$ cat src/rtl/vn_extrinsic_sub_if.sv
// Message/sum stream into the extrinsic subtractor and the extrinsic stream out of it.
// master drives the message and sum side; slave is the subtractor.
interface vn_extrinsic_sub_if #(
    parameter int DW = 16
);
    logic signed [DW-1:0] i_data;
    logic                 i_val;
    logic [2:0]           i_init;
    logic signed [DW-1:0] i_sum;
    logic                 i_sum_val;
    logic signed [DW-1:0] o_data;
    logic                 o_val;
    logic                 o_last;
    logic                 o_busy;
    logic                 o_ovf;

    modport master (
        output i_data, i_val, i_init, i_sum, i_sum_val,
        input  o_data, o_val, o_last, o_busy, o_ovf
    );

    modport slave (
        input  i_data, i_val, i_init, i_sum, i_sum_val,
        output o_data, o_val, o_last, o_busy, o_ovf
    );
endinterface

$ cat src/rtl/vn_extrinsic_sub.sv
// Purpose: buffers one node group, then emits group total minus each entry in input order (VN_EXTR_SAT_EN selects saturation over wrap).
// Latency: first o_val one cycle after the i_sum_val edge, then count contiguous beats; outputs registered.
// Backpressure: none; inputs are ignored while emitting (o_busy).
module vn_extrinsic_sub #(
    parameter int DW    = 16,
    parameter int DEPTH = 8,
    parameter int AW    = 3
) (
    input logic              clk,
    input logic              xrst,
    vn_extrinsic_sub_if.slave bus
);
    localparam int CW = AW + 1;

    typedef enum logic [1:0] {
        IDLE = 2'd0,
        LOAD = 2'd1,
        EMIT = 2'd2
    } state_t;

    state_t               state, state_nxt;
    logic [CW-1:0]        cnt, cnt_nxt;
    logic [AW-1:0]        rd, rd_nxt;
    logic signed [DW-1:0] sum_q, sum_nxt;
    logic                 ovf, ovf_nxt;

    logic signed [DW-1:0] o_data_q, o_data_nxt;
    logic                 o_val_q, o_val_nxt;
    logic                 o_last_q, o_last_nxt;
    logic                 o_busy_q, o_busy_nxt;

    logic                 wr_en;
    logic [AW-1:0]        wr_addr;
    logic signed [DW-1:0] mem [DEPTH];

    logic signed [DW-1:0] rd_dat;
    logic signed [DW:0]   diff;
    logic signed [DW-1:0] ext;
    logic                 is_init;
    logic                 rd_is_last;

    assign is_init    = (bus.i_init == 3'd1);
    assign rd_dat     = mem[rd];
    assign rd_is_last = ({1'b0, rd} == (cnt - CW'(1)));

    // One extra bit so the difference of two DW-bit values never overflows before reduction.
    assign diff = {sum_q[DW-1], sum_q} - {rd_dat[DW-1], rd_dat};

    always_comb begin
        ext = diff[DW-1:0];
`ifdef VN_EXTR_SAT_EN
        if (diff[DW] != diff[DW-1]) begin
            ext = diff[DW] ? {1'b1, {(DW-1){1'b0}}} : {1'b0, {(DW-1){1'b1}}};
        end
`endif
    end

    always_comb begin
        state_nxt  = state;
        cnt_nxt    = cnt;
        rd_nxt     = rd;
        sum_nxt    = sum_q;
        ovf_nxt    = ovf;
        wr_en      = 1'b0;
        wr_addr    = '0;
        o_data_nxt = o_data_q;
        o_val_nxt  = 1'b0;
        o_last_nxt = 1'b0;
        o_busy_nxt = 1'b0;

        case (state)
            IDLE: begin
                if (bus.i_val && is_init) begin
                    wr_en     = 1'b1;
                    wr_addr   = '0;
                    cnt_nxt   = CW'(1);
                    state_nxt = LOAD;
                end
            end

            LOAD: begin
                if (bus.i_val) begin
                    if (is_init) begin
                        wr_en   = 1'b1;
                        wr_addr = '0;
                        cnt_nxt = CW'(1);
                    end else if (cnt == CW'(DEPTH)) begin
                        ovf_nxt = 1'b1;
                    end else begin
                        wr_en   = 1'b1;
                        wr_addr = cnt[AW-1:0];
                        cnt_nxt = cnt + CW'(1);
                    end
                end
                // A message in the same cycle is written this edge, so cnt_nxt already counts it.
                if (bus.i_sum_val) begin
                    sum_nxt   = bus.i_sum;
                    rd_nxt    = '0;
                    state_nxt = EMIT;
                end
            end

            EMIT: begin
                o_val_nxt  = 1'b1;
                o_busy_nxt = 1'b1;
                o_data_nxt = ext;
                rd_nxt     = rd + AW'(1);
                if (rd_is_last) begin
                    o_last_nxt = 1'b1;
                    cnt_nxt    = '0;
                    rd_nxt     = '0;
                    state_nxt  = IDLE;
                end
            end

            default: begin
                state_nxt = IDLE;
            end
        endcase
    end

    always_ff @(posedge clk or negedge xrst) begin
        if (!xrst) begin
            state    <= IDLE;
            cnt      <= '0;
            rd       <= '0;
            sum_q    <= '0;
            ovf      <= 1'b0;
            o_data_q <= '0;
            o_val_q  <= 1'b0;
            o_last_q <= 1'b0;
            o_busy_q <= 1'b0;
        end else begin
            state    <= state_nxt;
            cnt      <= cnt_nxt;
            rd       <= rd_nxt;
            sum_q    <= sum_nxt;
            ovf      <= ovf_nxt;
            o_data_q <= o_data_nxt;
            o_val_q  <= o_val_nxt;
            o_last_q <= o_last_nxt;
            o_busy_q <= o_busy_nxt;
        end
    end

    // Buffer contents need no reset: cnt gates every read.
    always_ff @(posedge clk) begin
        if (wr_en) begin
            mem[wr_addr] <= bus.i_data;
        end
    end

    assign bus.o_data = o_data_q;
    assign bus.o_val  = o_val_q;
    assign bus.o_last = o_last_q;
    assign bus.o_busy = o_busy_q;
    assign bus.o_ovf  = ovf;
endmodule

$ cat src/flat_wrapper.sv
// flat-port wrapper written by rule: the top's interface ports become plain ports
module vn_extrinsic_sub_flat 
#(
    parameter int DW    = 16,
    parameter int DEPTH = 8,
    parameter int AW    = 3
)
  (clk, xrst, bus_i_data, bus_i_val, bus_i_init, bus_i_sum, bus_i_sum_val, bus_o_data, bus_o_val, bus_o_last, bus_o_busy, bus_o_ovf);
  vn_extrinsic_sub_if #(.DW(DW)) bus_i ();
  input logic clk;
  input logic xrst;
  input wire logic [$bits(bus_i.i_data)-1:0] bus_i_data;
  input wire logic [$bits(bus_i.i_val)-1:0] bus_i_val;
  input wire logic [$bits(bus_i.i_init)-1:0] bus_i_init;
  input wire logic [$bits(bus_i.i_sum)-1:0] bus_i_sum;
  input wire logic [$bits(bus_i.i_sum_val)-1:0] bus_i_sum_val;
  output wire logic [$bits(bus_i.o_data)-1:0] bus_o_data;
  output wire logic [$bits(bus_i.o_val)-1:0] bus_o_val;
  output wire logic [$bits(bus_i.o_last)-1:0] bus_o_last;
  output wire logic [$bits(bus_i.o_busy)-1:0] bus_o_busy;
  output wire logic [$bits(bus_i.o_ovf)-1:0] bus_o_ovf;
  assign bus_i.i_data = bus_i_data;
  assign bus_i.i_val = bus_i_val;
  assign bus_i.i_init = bus_i_init;
  assign bus_i.i_sum = bus_i_sum;
  assign bus_i.i_sum_val = bus_i_sum_val;
  assign bus_o_data = bus_i.o_data;
  assign bus_o_val = bus_i.o_val;
  assign bus_o_last = bus_i.o_last;
  assign bus_o_busy = bus_i.o_busy;
  assign bus_o_ovf = bus_i.o_ovf;
  vn_extrinsic_sub #(.DW(DW), .DEPTH(DEPTH), .AW(AW)) u_core (.clk(clk), .xrst(xrst), .bus(bus_i));
endmodule
$ cat config.mk
export PLATFORM = sky130hd
export DESIGN_NAME = vn_extrinsic_sub_flat
export DESIGN_NICKNAME = d
export VERILOG_FILES = /design/src/rtl/vn_extrinsic_sub_if.sv /design/src/rtl/vn_extrinsic_sub.sv /design/src/flat_wrapper.sv
export SDC_FILE = /design/constraint.sdc
export NUM_CORES = 1
export LEC_CHECK = 0
export CORE_MARGIN = 5
export CORE_UTILIZATION = 35
export CTS_BUF_LIST = sky130_fd_sc_hd__clkbuf_2
export DETAILED_ROUTE_END_ITERATION = 10
export PLACE_DENSITY = 0.53
export SYNTH_ARGS = -nofsm -noshare
export SYNTH_HDL_FRONTEND = slang
export SYNTH_SLANG_ARGS = --single-unit
$ cat constraint.sdc
create_clock -name clk -period 6.45 [get_ports clk]
set_input_delay 0.9675 -clock clk [delete_from_list [all_inputs] [get_ports clk]]
set_output_delay 0.9675 -clock clk [all_outputs]
set_load 0.02 [all_outputs]
==> results by group <==
Yosys
  • Synth area leader: edfxtp_1
  • Syn Area/Cell: 16.3 sq um
  • Post-synthesis cell count: 462
  • Yosys Warn Count: 0
  • Number of synthesized flops with an enable pin: 128
  • Async set or reset register ratio after synthesis: 25.6%
  • Post-synth top area share: 51.0%
  • Flops & latches, synth: 172
  • Sequential fraction of the synthesis area: 65.6%
  • Most frequent cell after synthesis: edfxtp_1
  • Dominant synthesized flop cell: edfxtp_1
  • Unique masters post-synth: 51
  • Commonest cells in the netlist: 128 x edfxtp_1, 44 x dfrtp_1, 32 x mux4_2, 28 x nand2_1, 27 x mux2_2
  • Post-Syn Area: 7540 sq um
  • Post-Syn Nets: 528
  • Ranking of synthesized cells by area: edfxtp_1 51%, dfrtp_1 15%, mux4_2 9.6%

GRT
  • Antenna violations before repair: 1
  • Largest net degree at the start of global routing: 45
  • First-pass GRT wire length: 24300 microns
  • Vias in the first global route: 4275
  • GR Util All Layers: 13.1%
  • Grt total ovfl: 0

Power
  • Power per standard cell area: 443 nW/um^2
  • Comb pwr share: 46.0%
  • Switch Pwr: 1490 uW
  • Seq pwr share: 38.3%
  • Sw Ratio: 38.6%
  • Worst VDD drop: 0.000136 V
  • Int Power: 2380 uW
  • Clock group share of total power: 15.7%
  • Leak: 0.00302 uW

Worst setup path
  • Crit path DAT: 4.48 ns
  • Startpoint types: flip-flop
  • CP max FO: 19
  • CP endpoint kind: flip-flop
  • Req. time, crit path: 7.11 ns
  • Worst setup path class: flip-flop to flip-flop

Clock tree
  • CTS Buf Count: 17
  • Sink Count: 172
  • Clk slew on worst S/H paths: 0.26 ns
  • Clock Path Buffers: 2
  • TritonCTS clock tree: done
  • Post-CTS setup buffers: 0
  • Clock Latency Late Sink: 0.74 ns
  • Root buf cell: clkbuf_2
  • # hold bufs at CTS: 0
  • Post-CTS Resized: 0
  • Depth of the CTS H-tree: 4

Cells and area
  • Layout cell share with drive strength beyond 1: 20.4%
  • Final Net Count: 592
  • Layout overhead on the synthesized area: 15.7%
  • Design area: 8720 sq um

Place
  • Post-Place Cell Area: 8460 sq um
  • Routability Congestion: 0.780
  • Port-buffer cells: 58
  • Post-DP HPWL: 10100 microns

STA
  • Relative slew slack: 24.9%
  • Fin. max-slew vios: 0
  • Worst slew pin tran: 1.12 ns
  • Fin Setup TNS: 0 ns
  • Worst-case clock skew: 0.0369 ns
  • Max Clk Rate: 261 MHz
  • Final hold viol count: 0
  • Final period util: 59.4%
  • Hold_ws: 0.236 ns
  • Endpoints failing setup: 0
  • Final Critical Period: 3.83 ns
  • RSZ-0062 raised after global routing: no

Die
  • Core region area: 21100 sq um
  • Die area: 24600 sq um
  • Width of the chip: 157 microns
  • Starting density of the core: 35.8%
  • IO Pins: 59
  • Core Rows: 53
  • Die height: 157 microns

Detailed routing
  • Routed vias/inst: 4.93
  • Vias: 4022
  • Iteration-0 DRC Markers: 145
  • Final ANT Viol Nets: 0
  • Drt wl/cell: 19.0 microns
  • DRT Wirelength: 15500 microns
  • Drt drc: 0
  • Drt pass-1 iters: 4

Run
  • Max_cap viols: 0

Outcome
  • Run status: completed

Min path
  • Worst Hold Class: primary input to asynchronous set/reset pin
## power groups by stage
stage               Combinational (uW)  Clock, uW  Sequential [uW]
floorplan                         1260          0             1520
global placement                  1760          0             1510
detailed placement                1780          0             1510
CTS                               1800        631             1490
global route                      1970        680             1510
finish                            1780        607             1480
## cell type report
class	instances	area [sq um]
fill	1893	12400
sequential	172	4950
multi-input combinational	261	2520
timing repair buffer	62	606
tap	275	344
clock inverter	14	175
clock buffer	18	90.1
inverter	12	45.0
antenna	1	2.50
## registers in the layout, indices dropped and copies added (netlist names)
name,flops
u_core.sum_q,16
u_core.cnt,4
u_core.bus.o_last,1
u_core.bus.o_ovf,1
u_core.mem,128
u_core.bus.o_val,1
u_core.state,2
u_core.rd,3
u_core.bus.o_data,16
## worst max-delay path, stage by stage, from the launching register on
cell and delay (ns):
dfrtp_2 0.79, buf_4 0.47, mux4_2 0.55, mux2i_1 0.26, fa_1 0.27, a21o_1 0.12
a21oi_1 0.08, o21ai_0 0.56, a31oi_1 0.21, xnor2_1 0.16, mux2_2 0.26
## per-stage QoR
stage               worst slack, ns  utilization, %  cells  power [uW]
floorplan                      3.04               -    462        2780
global placement               2.67            40.1    782        3260
detailed placement             2.59            40.1    782        3290
CTS                            2.57            41.4    814        3910
global route                   2.28            41.4    815        4150
finish                         2.62            41.4    815        3870
## final timing paths
kind	start	to	slack, ns	cells past startpoint
max in group asynchronous	xrst	u_core.rd[0]	5.79	2
worst max-delay path	u_core.rd[0]	u_core.bus.o_data[8]	2.62	10
worst min register to register	u_core.bus.o_data[3]	u_core.bus.o_data[3]	0.52	1
min in group clk	u_core.bus.o_data[3]	u_core.bus.o_data[3]	0.52	1
worst min-delay path	xrst	u_core.bus.o_ovf	0.24	2
worst max register to register	u_core.rd[0]	u_core.bus.o_data[8]	2.62	10
## per-layer routing
layer / vias to the layer above / GRT usage (%) / part of all wire (%)
li1: 1932 / - / -
met1: 2020 / 18.2 / 48
met2: 62 / 20.7 / 48
met3: 8 / 3.15 / 3.6
met4: 0 / 3.84 / 0.88
met5: - / 0 / 0
## cell families (layout without fill, tap and decap cells)
logic type | Yosys count | after routing | share of synthesized area [%]
multiplexers | 75 | 75 | 15.7
AND/OR/NAND/NOR | 80 | 80 | 5.16
AO/OA/AOI/OAI | 68 | 68 | 5.96
flip-flops | 172 | 172 | 65.6
other | 0 | 1 | 0
XOR/XNOR | 11 | 11 | 1.38
buffers and inverters | 29 | 106 | 1.66
adder cells (fa/ha/maj) | 27 | 27 | 4.58
## cell usage in the layout, fill, tap and decap left out, types with 5 or more instances in the layout
| cell type | instances |
|---|---|
| ha_1 | 26 |
| mux2i_1 | 16 |
| inv_6 | 5 |
| a21o_1 | 6 |
| dfrtp_1 | 43 |
| mux2_2 | 27 |
| edfxtp_1 | 128 |
| a21oi_1 | 18 |
| nand3_1 | 6 |
| nor2_1 | 10 |
| clkdlybuf4s50_1 | 57 |
| o21ai_0 | 16 |
| xnor2_1 | 6 |
| mux4_2 | 32 |
| clkbuf_2 | 18 |
| nor3_1 | 10 |
| inv_1 | 11 |
| nand2_1 | 28 |
(Power assumes the default switching activity.)
